### src/rtl/tasten_auswertung_pkg.sv
// Shared definitions for the button press classifier: state encoding,
// default 50 MHz timing constants and a small constant helper.
package tasten_pkg;

    localparam logic [2:0] ST_IDLE   = 3'd0;
    localparam logic [2:0] ST_PRESS1 = 3'd1;
    localparam logic [2:0] ST_WAIT2  = 3'd2;
    localparam logic [2:0] ST_PRESS2 = 3'd3;
    localparam logic [2:0] ST_HELD   = 3'd4;

    typedef enum logic [2:0] {
        IDLE   = ST_IDLE,
        PRESS1 = ST_PRESS1,
        WAIT2  = ST_WAIT2,
        PRESS2 = ST_PRESS2,
        HELD   = ST_HELD
    } state_t;

    localparam int LONG_COUNT_DEF   = 50_000_000;
    localparam int DOUBLE_GAP_DEF   = 15_000_000;
    localparam int REPEAT_COUNT_DEF = 10_000_000;

    function automatic int max3(input int a, input int b, input int c);
        int m;
        m = (a > b) ? a : b;
        return (m > c) ? m : c;
    endfunction

endpackage

### src/rtl/tasten_auswertung_if.sv
// Button level in, one-cycle classification events out.
// slave = classifier side, master = level source / event consumer.
interface tasten_auswertung_if;

    logic entprellt;
    logic kurz;
    logic doppel;
    logic lang;
    logic wiederholt;
    logic aktiv;

    modport slave (
        input  entprellt,
        output kurz,
        output doppel,
        output lang,
        output wiederholt,
        output aktiv
    );

    modport master (
        output entprellt,
        input  kurz,
        input  doppel,
        input  lang,
        input  wiederholt,
        input  aktiv
    );

endinterface

### src/rtl/tasten_auswertung_flanken_erkennung.sv
// Rise/fall detector on the debounced level using a one-flop history.
// History resets to 0 so a level held through reset counts as a rise.
module flanken_erkennung (
    input  logic clk,
    input  logic rst,
    input  logic level,
    output logic rise,
    output logic fall
);

    logic prev;

    always_ff @(posedge clk or posedge rst) begin
        if (rst) begin
            prev <= 1'b0;
        end else begin
            prev <= level;
        end
    end

    assign rise = level & ~prev;
    assign fall = ~level & prev;

endmodule

### src/rtl/tasten_auswertung.sv
// Press classifier: turns the debounced level into kurz/doppel/lang pulses.
// Optional auto-repeat while held after a long press: `define TASTEN_REPEAT_EN.
module tasten_auswertung
    import tasten_pkg::*;
#(
    parameter int LONG_COUNT   = LONG_COUNT_DEF,
    parameter int DOUBLE_GAP   = DOUBLE_GAP_DEF,
    parameter int REPEAT_COUNT = REPEAT_COUNT_DEF
) (
    input logic                 clk,
    input logic                 rst,
    tasten_auswertung_if.slave  bus
);

    localparam int MAX_CNT = max3(LONG_COUNT, DOUBLE_GAP, REPEAT_COUNT);
    localparam int CNT_W   = $clog2(MAX_CNT + 1);

    localparam logic [CNT_W-1:0] LONG_TERM = CNT_W'(LONG_COUNT - 1);
    localparam logic [CNT_W-1:0] GAP_TERM  = CNT_W'(DOUBLE_GAP - 1);
    localparam logic [CNT_W-1:0] CNT_SAT   = CNT_W'(MAX_CNT);

    state_t           state;
    state_t           state_n;
    logic [CNT_W-1:0] cnt;
    logic             cnt_clr;
    logic             rise;
    logic             fall;
    logic             kurz_n;
    logic             doppel_n;
    logic             lang_n;
    logic             rep_n;

    flanken_erkennung u_flanken (
        .clk   (clk),
        .rst   (rst),
        .level (bus.entprellt),
        .rise  (rise),
        .fall  (fall)
    );

`ifdef TASTEN_REPEAT_EN
    localparam logic [CNT_W-1:0] REP_TERM = CNT_W'(REPEAT_COUNT - 1);
`endif

    // Level edges are checked before counter expiry so an edge always wins.
    always_comb begin
        state_n  = state;
        kurz_n   = 1'b0;
        doppel_n = 1'b0;
        lang_n   = 1'b0;
        rep_n    = 1'b0;
        case (state)
            IDLE: begin
                if (rise) state_n = PRESS1;
            end
            PRESS1: begin
                if (fall) begin
                    state_n = WAIT2;
                end else if (cnt == LONG_TERM) begin
                    lang_n  = 1'b1;
                    state_n = HELD;
                end
            end
            WAIT2: begin
                if (rise) begin
                    state_n = PRESS2;
                end else if (cnt == GAP_TERM) begin
                    kurz_n  = 1'b1;
                    state_n = IDLE;
                end
            end
            PRESS2: begin
                if (fall) begin
                    doppel_n = 1'b1;
                    state_n  = IDLE;
                end
            end
            HELD: begin
                if (fall) begin
                    state_n = IDLE;
                end
`ifdef TASTEN_REPEAT_EN
                else if (cnt == REP_TERM) begin
                    rep_n = 1'b1;
                end
`endif
            end
            default: state_n = IDLE;
        endcase
    end

    // A repeat pulse restarts the HELD period just like a state change.
    assign cnt_clr = (state_n != state) | rep_n;

    always_ff @(posedge clk or posedge rst) begin
        if (rst) begin
            state      <= IDLE;
            bus.kurz   <= 1'b0;
            bus.doppel <= 1'b0;
            bus.lang   <= 1'b0;
            bus.aktiv  <= 1'b0;
        end else begin
            state      <= state_n;
            bus.kurz   <= kurz_n;
            bus.doppel <= doppel_n;
            bus.lang   <= lang_n;
            bus.aktiv  <= (state_n != IDLE);
        end
    end

    // Saturating cycle counter; PRESS2 may be held arbitrarily long.
    always_ff @(posedge clk or posedge rst) begin
        if (rst) begin
            cnt <= '0;
        end else if (cnt_clr) begin
            cnt <= '0;
        end else if (state != IDLE && cnt != CNT_SAT) begin
            cnt <= cnt + 1'b1;
        end
    end

`ifdef TASTEN_REPEAT_EN
    always_ff @(posedge clk or posedge rst) begin
        if (rst) begin
            bus.wiederholt <= 1'b0;
        end else begin
            bus.wiederholt <= rep_n;
        end
    end
`else
    assign bus.wiederholt = 1'b0;
`endif

endmodule
### src/flat_wrapper.sv
// flat-port wrapper written by rule: the top's interface ports become plain ports
module tasten_auswertung_flat import tasten_pkg::*;
#(
    parameter int LONG_COUNT   = LONG_COUNT_DEF,
    parameter int DOUBLE_GAP   = DOUBLE_GAP_DEF,
    parameter int REPEAT_COUNT = REPEAT_COUNT_DEF
)
  (clk, rst, bus_entprellt, bus_kurz, bus_doppel, bus_lang, bus_wiederholt, bus_aktiv);
  tasten_auswertung_if bus_i ();
  input logic clk;
  input logic rst;
  input wire logic [$bits(bus_i.entprellt)-1:0] bus_entprellt;
  output wire logic [$bits(bus_i.kurz)-1:0] bus_kurz;
  output wire logic [$bits(bus_i.doppel)-1:0] bus_doppel;
  output wire logic [$bits(bus_i.lang)-1:0] bus_lang;
  output wire logic [$bits(bus_i.wiederholt)-1:0] bus_wiederholt;
  output wire logic [$bits(bus_i.aktiv)-1:0] bus_aktiv;
  assign bus_i.entprellt = bus_entprellt;
  assign bus_kurz = bus_i.kurz;
  assign bus_doppel = bus_i.doppel;
  assign bus_lang = bus_i.lang;
  assign bus_wiederholt = bus_i.wiederholt;
  assign bus_aktiv = bus_i.aktiv;
  tasten_auswertung #(.LONG_COUNT(LONG_COUNT), .DOUBLE_GAP(DOUBLE_GAP), .REPEAT_COUNT(REPEAT_COUNT)) u_core (.clk(clk), .rst(rst), .bus(bus_i));
endmodule
### config.mk
export PLATFORM = sky130hd
export DESIGN_NAME = tasten_auswertung_flat
export DESIGN_NICKNAME = d
export VERILOG_FILES = /design/src/rtl/tasten_auswertung_pkg.sv /design/src/rtl/tasten_auswertung_if.sv /design/src/rtl/tasten_auswertung_flanken_erkennung.sv /design/src/rtl/tasten_auswertung.sv /design/src/flat_wrapper.sv
export SDC_FILE = /design/constraint.sdc
export NUM_CORES = 1
export LEC_CHECK = 0
export ABC_CLOCK_PERIOD_IN_PS = 2350
export CORE_AREA = 2 2 81 67
export DETAILED_ROUTE_END_ITERATION = 7
export DIE_AREA = 0 0 83 69
export DONT_BUFFER_PORTS = 1
export PLACE_DENSITY = 0.55
export RECOVER_POWER = 50
export SLEW_MARGIN = 40
export SYNTH_ARGS = -nofsm -noshare
export SYNTH_HDL_FRONTEND = slang
export SYNTH_SLANG_ARGS = --single-unit
### constraint.sdc
create_clock -name clk -period 2.35 [get_ports clk]
set_input_delay 0.47 -clock clk [delete_from_list [all_inputs] [get_ports clk]]
set_output_delay 0.47 -clock clk [all_outputs]
set_load 0.005 [all_outputs]
Yosys cells after proc, flatten, opt, wreduce, memory -nomap -nowiden:

Cells that the tools add are included.

* add/subtract/negate cells: 1
* eq/ne operators: 8
* muxes and demuxes: 17
* bitwise gates (word level): 4
* reductions and logical operators: 6

Operators with widths (count)
* $mux 26: 2
* $add 26x1->26 const B: 1
* $eq 26x24->1 const B: 1
* $eq 26x26->1 const B: 1
* $ne 26x26->1 const B: 1
* $mux 3: 6
* $pmux 3 s4: 1
* $mux 1: 8
* $eq 3x2->1 const B: 2
* $reduce_bool 3->1: 2
* $eq 3x1->1 const B: 1
* $eq 3x3->1 const B: 1
* $logic_not 3->1: 1
* $ne 3x3->1: 1
* $and 1x1->1: 2
* $not 1->1: 2
* $reduce_bool 2->1: 1
* $reduce_or 2->1: 1
* $logic_and 1x1->1: 1

* flip-flop bits (word level): 34
* bits of input ports: 3
* output and inout bits: 5
* word-level logic and storage cells: 43

Logic depth before layout (Yosys ltp):

Gate-level depths: netlist of run 1.

* depth in word-level cells: 6
* gate-level depth with buffers: 7
* depth with buffers taken out: 7

By module:

A second synthesis of run 1 with hierarchy kept.

* cell total of the unflattened synthesis: 197
* area, all modules: 1908.1 sq um

By module, submodules not included
* tasten_auswertung: times used 1, cells an instance 193, area each 1864.3 sq um
* flanken_erkennung: times used 1, cells an instance 4, area each 43.8 sq um

Worst setup path after synthesis of run 1:

No wires, ideal clock.

* path type: flip-flop to flip-flop
* start: register u_core.cnt[6]
* end: register u_core.cnt[6]
* library setup time: 0.119 ns
* data arrival time: 1.782 ns
* required time: 2.231 ns
* path slack: 0.449 ns
* stages on the path, launching flop included: 7
* clock period less this slack: 1.901 ns
* path through: dfrtp_1 > nor4_2 > nand4_1 > or4_1 > o211ai_2 > buf_6 > nor2_1

* longest elaborated chain between the ends: 6
* elaborated cells between the ends (all ways): 14
* those cells by class: add/sub: 1; eq/ne: 4; mux: 7; reduce/logical: 2

RTL lines
* start, declared: line tasten_auswertung.sv:24 `logic [CNT_W-1:0] cnt;`
* start signal, assigned: line tasten_auswertung.sv:118 `cnt <= cnt + 1'b1;`
* $eq 26x24->1 / $eq 26x26->1 (equally long branches): line tasten_auswertung.sv:67, tasten_auswertung.sv:59
* $mux 3 (on tied branches): line tasten_auswertung.sv:67, tasten_auswertung.sv:59
* $mux 3 (on tied branches): line tasten_auswertung.sv:65, tasten_auswertung.sv:57
* $pmux 3 s4: line tasten_auswertung.sv:52 `case (state)`
* $ne 3x3->1: line tasten_auswertung.sv:93 `assign cnt_clr = (state_n != state) | rep_n;`
* $mux 26 / $reduce_bool 2->1 (equally long branches)

Several ways; a longest one is shown, not always the timed one. The select of a mux whose other input is x is not followed.
A chain may end at the register's enable or synchronous reset.

Final worst setup path of run 1:

* start: register u_core.cnt[6]
* end: register u_core.cnt[12]

The elaborated chain is that of the path after synthesis.

==> summary.txt, run 1 <==
Detailed routing
  – Routed via count: 1417
  – Initial drt markers: 114
  – Post-route ant nets: 0
  – Drt wl/cell: 15.5 um
  – Remaining DRCs: 0
  – Routed WL: 4010 um
  – Initial DRT Pass Iterations: 4
  – Drt via density: 5.49

CTS
  – Post-CTS Setup Bufs: 0
  – Clock transition at path regs: 0.07 ns
  – # resized after CTS: 0
  – CTS tree: built
  – Root buffer cell: clkbuf_8
  – Total CTS buffers: 5
  – Worst-Skew Late Latency: 0.28 ns
  – Clock sinks: 34
  – CTS Hold Bufs: 0
  – H-tree depth: 2
  – Deepest clock path buffer count: 2

STA
  – Worst hold slack: 0.207 ns
  – Least-Margin Pin Slew: 1.84 ns
  – Tmin final: 2.14 ns
  – Worst Skew: 0.00278 ns
  – Max-slew violations: 35
  – FMAX: 467 MHz
  – Setup Viol. Count Final: 0
  – Final hold vios: 0
  – Rel. slew slack: -22.7%
  – Setup_tns: 0 ns
  – Unrepaired setup endpoints after global routing: false
  – Final Cycle Share: 91.1%

Power and ir drop
  – Pwr/cell area: 721 nW/um^2
  – P_leak: 0.867 nW
  – Worst VDD drop: 0.000416 V
  – Power Total: 1.49 mW

Logic synthesis
  – Yosys warns: 0
  – Synth top area share: 44.8%
  – Synth Instances: 193
  – Syn nets: 198
  – Asr flop ratio synth: 100%
  – Number of synthesized flops with an enable pin: 0
  – Area contributors post-synth: dfrtp_1, xor2_1, nor2_1, xnor2_1, nand4_1
  – Sequential share of the synthesized area: 44.8%
  – Netlist cell types: 47
  – Mapped Avg Cell Area: 9.84 um^2
  – Area leader, netlist: dfrtp_1
  – Synthesized flop and latch total: 34
  – Synth Flop Type: dfrtp_1
  – Post-Syn Area: 1900 um^2

Layout
  – Multi-input gate area: 985 um^2
  – Layout Cells excl Fill: 258
  – Reg area: 851 um^2
  – Diodes inserted: 0
  – Fillers: 477
  – Nets@finish: 200
  – Synthesis-to-finish area growth: 8.70%
  – Final standard cell area without fillers: 2060 um^2
  – Ratio of cells with drive above 1 in the final layout: 9.18%

Global routing
  – Remaining Overflow, GRT: 0
  – First-pass GRT wire length: 6780 um
  – Overall Global Routing Usage: 14.7%
  – Vias in the first global route: 1400
  – Antenna violations before repair: 0
  – Largest net degree at the start of global routing: 35

Setup path
  – Critical path arrival: 2.32 ns
  – CP endpoint: u_core.cnt[12]$_DFFE_PP0P_
  – Crit. Startpoint: u_core.cnt[6]$_DFFE_PP0P_
  – WS Path Type: reg2reg
  – Reg2reg start: u_core.cnt[6]$_DFFE_PP0P_
  – CP Cell Sequence: nor4_2 -> nand4_1 -> or4_1 -> o211ai_2 -> buf_12 -> nor2_1
  – CP endpoint kind: flip-flop
  – R2R setup slack: 0.21 ns
  – CP Launch Type: flip-flop
  – Required @ worst endpoint: 2.52 ns
  – Bufs and invs on worst path: 1
  – Crit path largest cell delay: 0.57 ns
  – Crit Path Max Fanout: 26
  – Critical path depth: 6
  – Slowest CP cell: or4_1
  – R2R cell count: 6
  – Reg2reg end: u_core.cnt[12]$_DFFE_PP0P_
  – Top Family by Delay on Critical Path: simple AND/OR/NAND/NOR gates

Flow run
  – Max_cap viols: 1

Floorplanning
  – I/O pin count: 8
  – Die H: 69 um
  – Effective utilization at floorplan: 38.6%
  – Die width: 83 um
  – Row count: 23
  – Die Footprint: 5730 um^2
  – Core area: 4920 um^2

Run status
  – Failing checks: max-capacitance violations, max-slew violations
  – Outcome: finished with violations

Worst hold path
  – Worst min path class: in2reg

Placement
  – Placed Area: 1960 um^2
  – DP Cell Count: 250
  – Port bufs: 0
  – DP Wirelength: 2900 um
  – Final Wtd Congestion: 0.801
[kinds of logic after synthesis]
| logic type | after synthesis | share of synthesized area (%) |
|---|---|---|
| simple gates | 108 | 34.6 |
| flops | 34 | 44.8 |
| xor+xnor | 24 | 11.1 |
| compound gates | 12 | 4.15 |
| buf+inv | 11 | 3.36 |
| fa+ha+maj | 2 | 1.32 |
| other cells | 1 | 0.197 |
| mux | 1 | 0.527 |
[cell usage after synthesis (4+ instances only)]
cell      number
nand3_1        7
nor2_1        29
nor3_1         4
xnor2_1        9
and3_1         5
dfrtp_1       34
or3_1          5
xor2_1        15
nand2b_1       5
nor2b_1        5
nand4_1       11
nand2_1       10
[how the worst min path moves through the flow]
stage / startpoint / end / slack (ns) / cells past startpoint
global route: bus_entprellt / u_core.u_flanken.prev$_DFF_PP0_ / 0.19 / 0
detailed placement: rst / u_core.state[0]$_DFF_PP0_ / 0.49 / 2
floorplan: bus_entprellt / u_core.u_flanken.prev$_DFF_PP0_ / 0.50 / 0
CTS: rst / u_core.state[0]$_DFF_PP0_ / 0.18 / 2
global placement: rst / u_core.state[1]$_DFF_PP0_ / 0.47 / 2
finish: bus_entprellt / u_core.u_flanken.prev$_DFF_PP0_ / 0.21 / 0
[cell usage in the layout, fill, tap and decap left out, types with 2 or more instances in the layout]
cell      synthesis  layout
dfrtp_1          34      34
nor2_1           29      29
xor2_1           15      15
nand4_1          11      11
nand2_1          10      10
xnor2_1           9       9
nand3_1           7       7
nand2b_1          5       5
or3_1             5       5
nor2b_1           5       5
and3_1            5       5
clkbuf_8          0       5
nor3_1            4       4
a21oi_1           3       3
nor4_1            3       3
and4_1            3       3
inv_1             3       3
nand3b_1          2       2
nand4b_1          2       2
nor4_2            2       2
nor4b_1           2       2
or4_1             2       2
o21ai_0           2       2
ha_1              2       2
clkinv_2          0       2
[worst reg2reg max path: stages (launching register included)]
cell and delay [ns]:
dfrtp_1 0.47, nor4_2 0.41, nand4_1 0.19, or4_1 0.57
o211ai_2 0.11, buf_12 0.19, nor2_1 0.08
[per-stage QoR]
step / worst slack [ns] / util [%]
detailed placement: 0.212 / 39.8
global placement: 0.245 / 39.8
finish: 0.208 / 42.0
global route: 0.0912 / 42.0
CTS: 0.202 / 42.0
floorplan: 0.449 / -
[routing by layer]
metal  wire length, um  vias up  track usage [%]
met2              1750       33             20.9
met1              1980      697             21.4
met4                27        0             4.19
met5                 0        -                0
li1                  -      682                -
met3               243        5             4.55
[flip-flops by register name, indices dropped and copies added (netlist names)]
register	flops
u_core.u_flanken.prev	1
u_core.cnt	26
u_core.state	3
u_core.bus.doppel	1
u_core.bus.lang	1
u_core.bus.kurz	1
u_core.bus.aktiv	1
[power by group]
group	internal [mW]	switching, mW
Sequential	0.637	0.0737
Combinational	0.105	0.138
Clock	0.312	0.222
[final cells by class]
class	count	area share (%)
clock buffer	5	3.33
sequential	34	41.2
tap	62	3.76
timing repair buffer	3	1.52
multi-input combinational	148	47.7
clock inverter	3	1.94
inverter	3	0.545
Power figures use the tool's default switching activity.
==> inputs of run 2 (changes only) <==
ABC_CLOCK_PERIOD_IN_PS = 2620   (was 2350)
clock period = 2.62 ns   (was 2.35 ns; I/O delays follow)
==> run 2 against run 1 <==
The run still ends with max-capacitance violations, max-slew violations left; clock-buffer cell count up 2; via count increased by 0.56%; largest power group unchanged; clock power is 27% lower; cell count did not move.
==> summary.txt, run 2 (synthesized netlist as in run 1, its figures left out) <==
Setup path
  – Bufs and invs on worst path: 0 (was 1)
  – Required @ worst endpoint: 2.75 ns (was 2.52 ns)
  – Top Family by Delay on Critical Path: simple AND/OR/NAND/NOR gates (unchanged)
  – Slowest CP cell: or4_1 (unchanged)
  – Crit Path Max Fanout: 26 (unchanged)
  – Critical path arrival: 2.49 ns (was 2.32 ns)
  – Crit path largest cell delay: 0.61 ns (was 0.57 ns)
  – Reg2reg start: u_core.cnt[6]$_DFFE_PP0P_ (unchanged)
  – CP endpoint kind: flip-flop (unchanged)
  – CP Launch Type: flip-flop (unchanged)
  – WS Path Type: reg2reg (unchanged)
  – CP Cell Sequence: nor4_2 -> nand4_1 -> or4_1 -> o211ai_4 -> nor2_1 (was nor4_2 -> nand4_1 -> or4_1 -> o211ai_2 -> buf_12 -> nor2_1)
  – Crit. Startpoint: u_core.cnt[6]$_DFFE_PP0P_ (unchanged)

STA
  – Rel. slew slack: -22.6% (was -22.7%)
  – FMAX: 424 MHz (was 467 MHz)
  – Setup Viol. Count Final: 0 (unchanged)
  – Least-Margin Pin Slew: 1.84 ns (about the same)
  – Tmin final: 2.36 ns (was 2.14 ns)
  – Unrepaired setup endpoints after global routing: false (unchanged)
  – Max-slew violations: 35 (unchanged)
  – Setup_tns: 0 ns (unchanged)
  – Final hold vios: 0 (unchanged)
  – Worst hold slack: 0.269 ns (was 0.207 ns)
  – Worst Skew: 0.0103 ns (was 0.00278 ns)
  – Final Cycle Share: 90.0% (was 91.1%)

Floorplanning
  – Die H: 69 um (unchanged)
  – Die width: 83 um (unchanged)
  – I/O pin count: 8 (unchanged)
  – Effective utilization at floorplan: 38.6% (unchanged)
  – Row count: 23 (unchanged)
  – Core area: 4920 um^2 (unchanged)
  – Die Footprint: 5730 um^2 (unchanged)

Layout
  – Max reg flops: 26 (unchanged)
  – Nets@finish: 200 (unchanged)
  – Most frequent cells in the layout: dfrtp_1, nor2_1, xor2_1 (unchanged)
  – Ratio of cells with drive above 1 in the final layout: 8.67% (was 9.18%)
  – Fillers: 479 (was 477)
  – Diodes inserted: 0 (unchanged)
  – Largest registers: u_core.cnt (26), u_core.state (3) (unchanged)
  – Commonest non-fill, non-tap cell in the layout: dfrtp_1 (unchanged)
  – Synthesis-to-finish area growth: 7.58% (was 8.70%)
  – Biggest register: u_core.cnt (unchanged)
  – Final Util: 41.5% (was 42.0%)

Global routing
  – Largest net degree at the start of global routing: 35 (unchanged)
  – Vias in the first global route: 1374 (was 1400)
  – Remaining Overflow, GRT: 0 (unchanged)
  – First-pass GRT wire length: 6910 um (was 6780 um)
  – Antenna violations before repair: 0 (unchanged)
  – Overall Global Routing Usage: 15.1% (was 14.7%)

CTS
  – # resized after CTS: 0 (unchanged)
  – Root buffer cell: clkbuf_8 (unchanged)
  – CTS tree: built (unchanged)
  – H-tree depth: 2 (unchanged)
  – Deepest clock path buffer count: 2 (unchanged)
  – Clock transition at path regs: 0.06 ns (was 0.07 ns)
  – Post-CTS Setup Bufs: 0 (unchanged)
  – Clock sinks: 34 (unchanged)
  – Worst-Skew Late Latency: 0.28 ns (about the same)
  – CTS Hold Bufs: 0 (unchanged)
  – Total CTS buffers: 5 (unchanged)

Power and ir drop
  – Worst VDD drop: 0.000389 V (was 0.000416 V)
  – Pwr/cell area: 608 nW/um^2 (was 721 nW/um^2)
  – P_leak: 0.851 nW (was 0.867 nW)

Detailed routing
  – Post-route ant nets: 0 (unchanged)
  – Initial drt markers: 79 (was 114)
  – Drt wl/cell: 15.8 um (was 15.5 um)
  – Routed via count: 1425 (was 1417)
  – Initial DRT Pass Iterations: 5 (was 4)
  – Wl on met1: 2080 um (was 1980 um)
  – Routed WL: 4070 um (was 4010 um)
  – Remaining DRCs: 0 (unchanged)
  – Highest Signal Layer: met4 (unchanged)
  – Drt via density: 5.52 (was 5.49)
  – Met3 Routed Length: 118 um (was 243 um)
  – Met2 wire len: 1850 um (was 1750 um)

Worst hold path
  – Worst Hold Launch: bus_entprellt (unchanged)
  – Worst min path class: in2reg (unchanged)

Flow run
  – Max_cap viols: 1 (unchanged)

Run status
  – Failing checks: max-capacitance violations, max-slew violations (unchanged)
  – Outcome: finished with violations (unchanged)

Placement
  – DP Wirelength: 2920 um (was 2900 um)
  – Port bufs: 0 (unchanged)
  – Final Wtd Congestion: 0.814 (was 0.801)
[run 2: area by class of cell]
class	count	area (um^2)	share of cell area (%)
timing repair buffer	3	18.8	0.919
clock buffer	7	86.3	4.23
tap	62	77.6	3.80
inverter	3	11.3	0.551
sequential	34	851	41.6
clock inverter	1	5.00	0.245
multi-input combinational	148	993	48.6
[run 2: worst reg2reg max path, cell delays in order, from the launching register on]
cell      delay (ns)
dfrtp_1         0.47
nor4_2          0.47
nand4_1         0.20
or4_1           0.61
o211ai_4        0.32
nor2_1          0.13
[run 2: report_power, final]
part | internal [mW] | switching [mW] | leakage, nW
clock | 0.212 | 0.180 | 0.0482
sequential | 0.572 | 0.0628 | 0.461
combinational | 0.0874 | 0.129 | 0.342
[run 2: metrics by stage]
| stage | power [mW] | cells | setup slack (ns) | instance area [um^2] |
|---|---|---|---|---|
| 2_1_floorplan | 0.821 | 193 | 0.719 | 1900 |
| 3_3_place_gp | 0.852 | 250 | 0.235 | 1950 |
| 3_5_place_dp | 0.865 | 250 | 0.315 | 1960 |
| 4_1_cts | 1.26 | 258 | 0.301 | 2050 |
| 5_1_grt | 1.33 | 258 | 0.149 | 2040 |
| 6_report | 1.24 | 258 | 0.262 | 2040 |
[run 2: final timing paths]
kind | cells after the start | slack, ns | end
worst max-delay path | 5 | 0.26 | u_core.cnt[2]$_DFFE_PP0P_
worst min-delay path | 0 | 0.27 | u_core.u_flanken.prev$_DFF_PP0_
worst max register to register | 5 | 0.26 | u_core.cnt[2]$_DFFE_PP0P_
worst min register to register | 2 | 0.58 | u_core.cnt[23]$_DFFE_PP0P_
max in group asynchronous | 2 | 0.78 | u_core.state[2]$_DFF_PP0_
min in group asynchronous | 2 | 0.79 | u_core.cnt[20]$_DFFE_PP0P_
[run 2: routing by layer]
metal	up-vias	track usage [%]
met1	721	21.5
met4	0	3.83
li1	686	-
met5	-	0
met3	2	5.03
met2	16	22.1
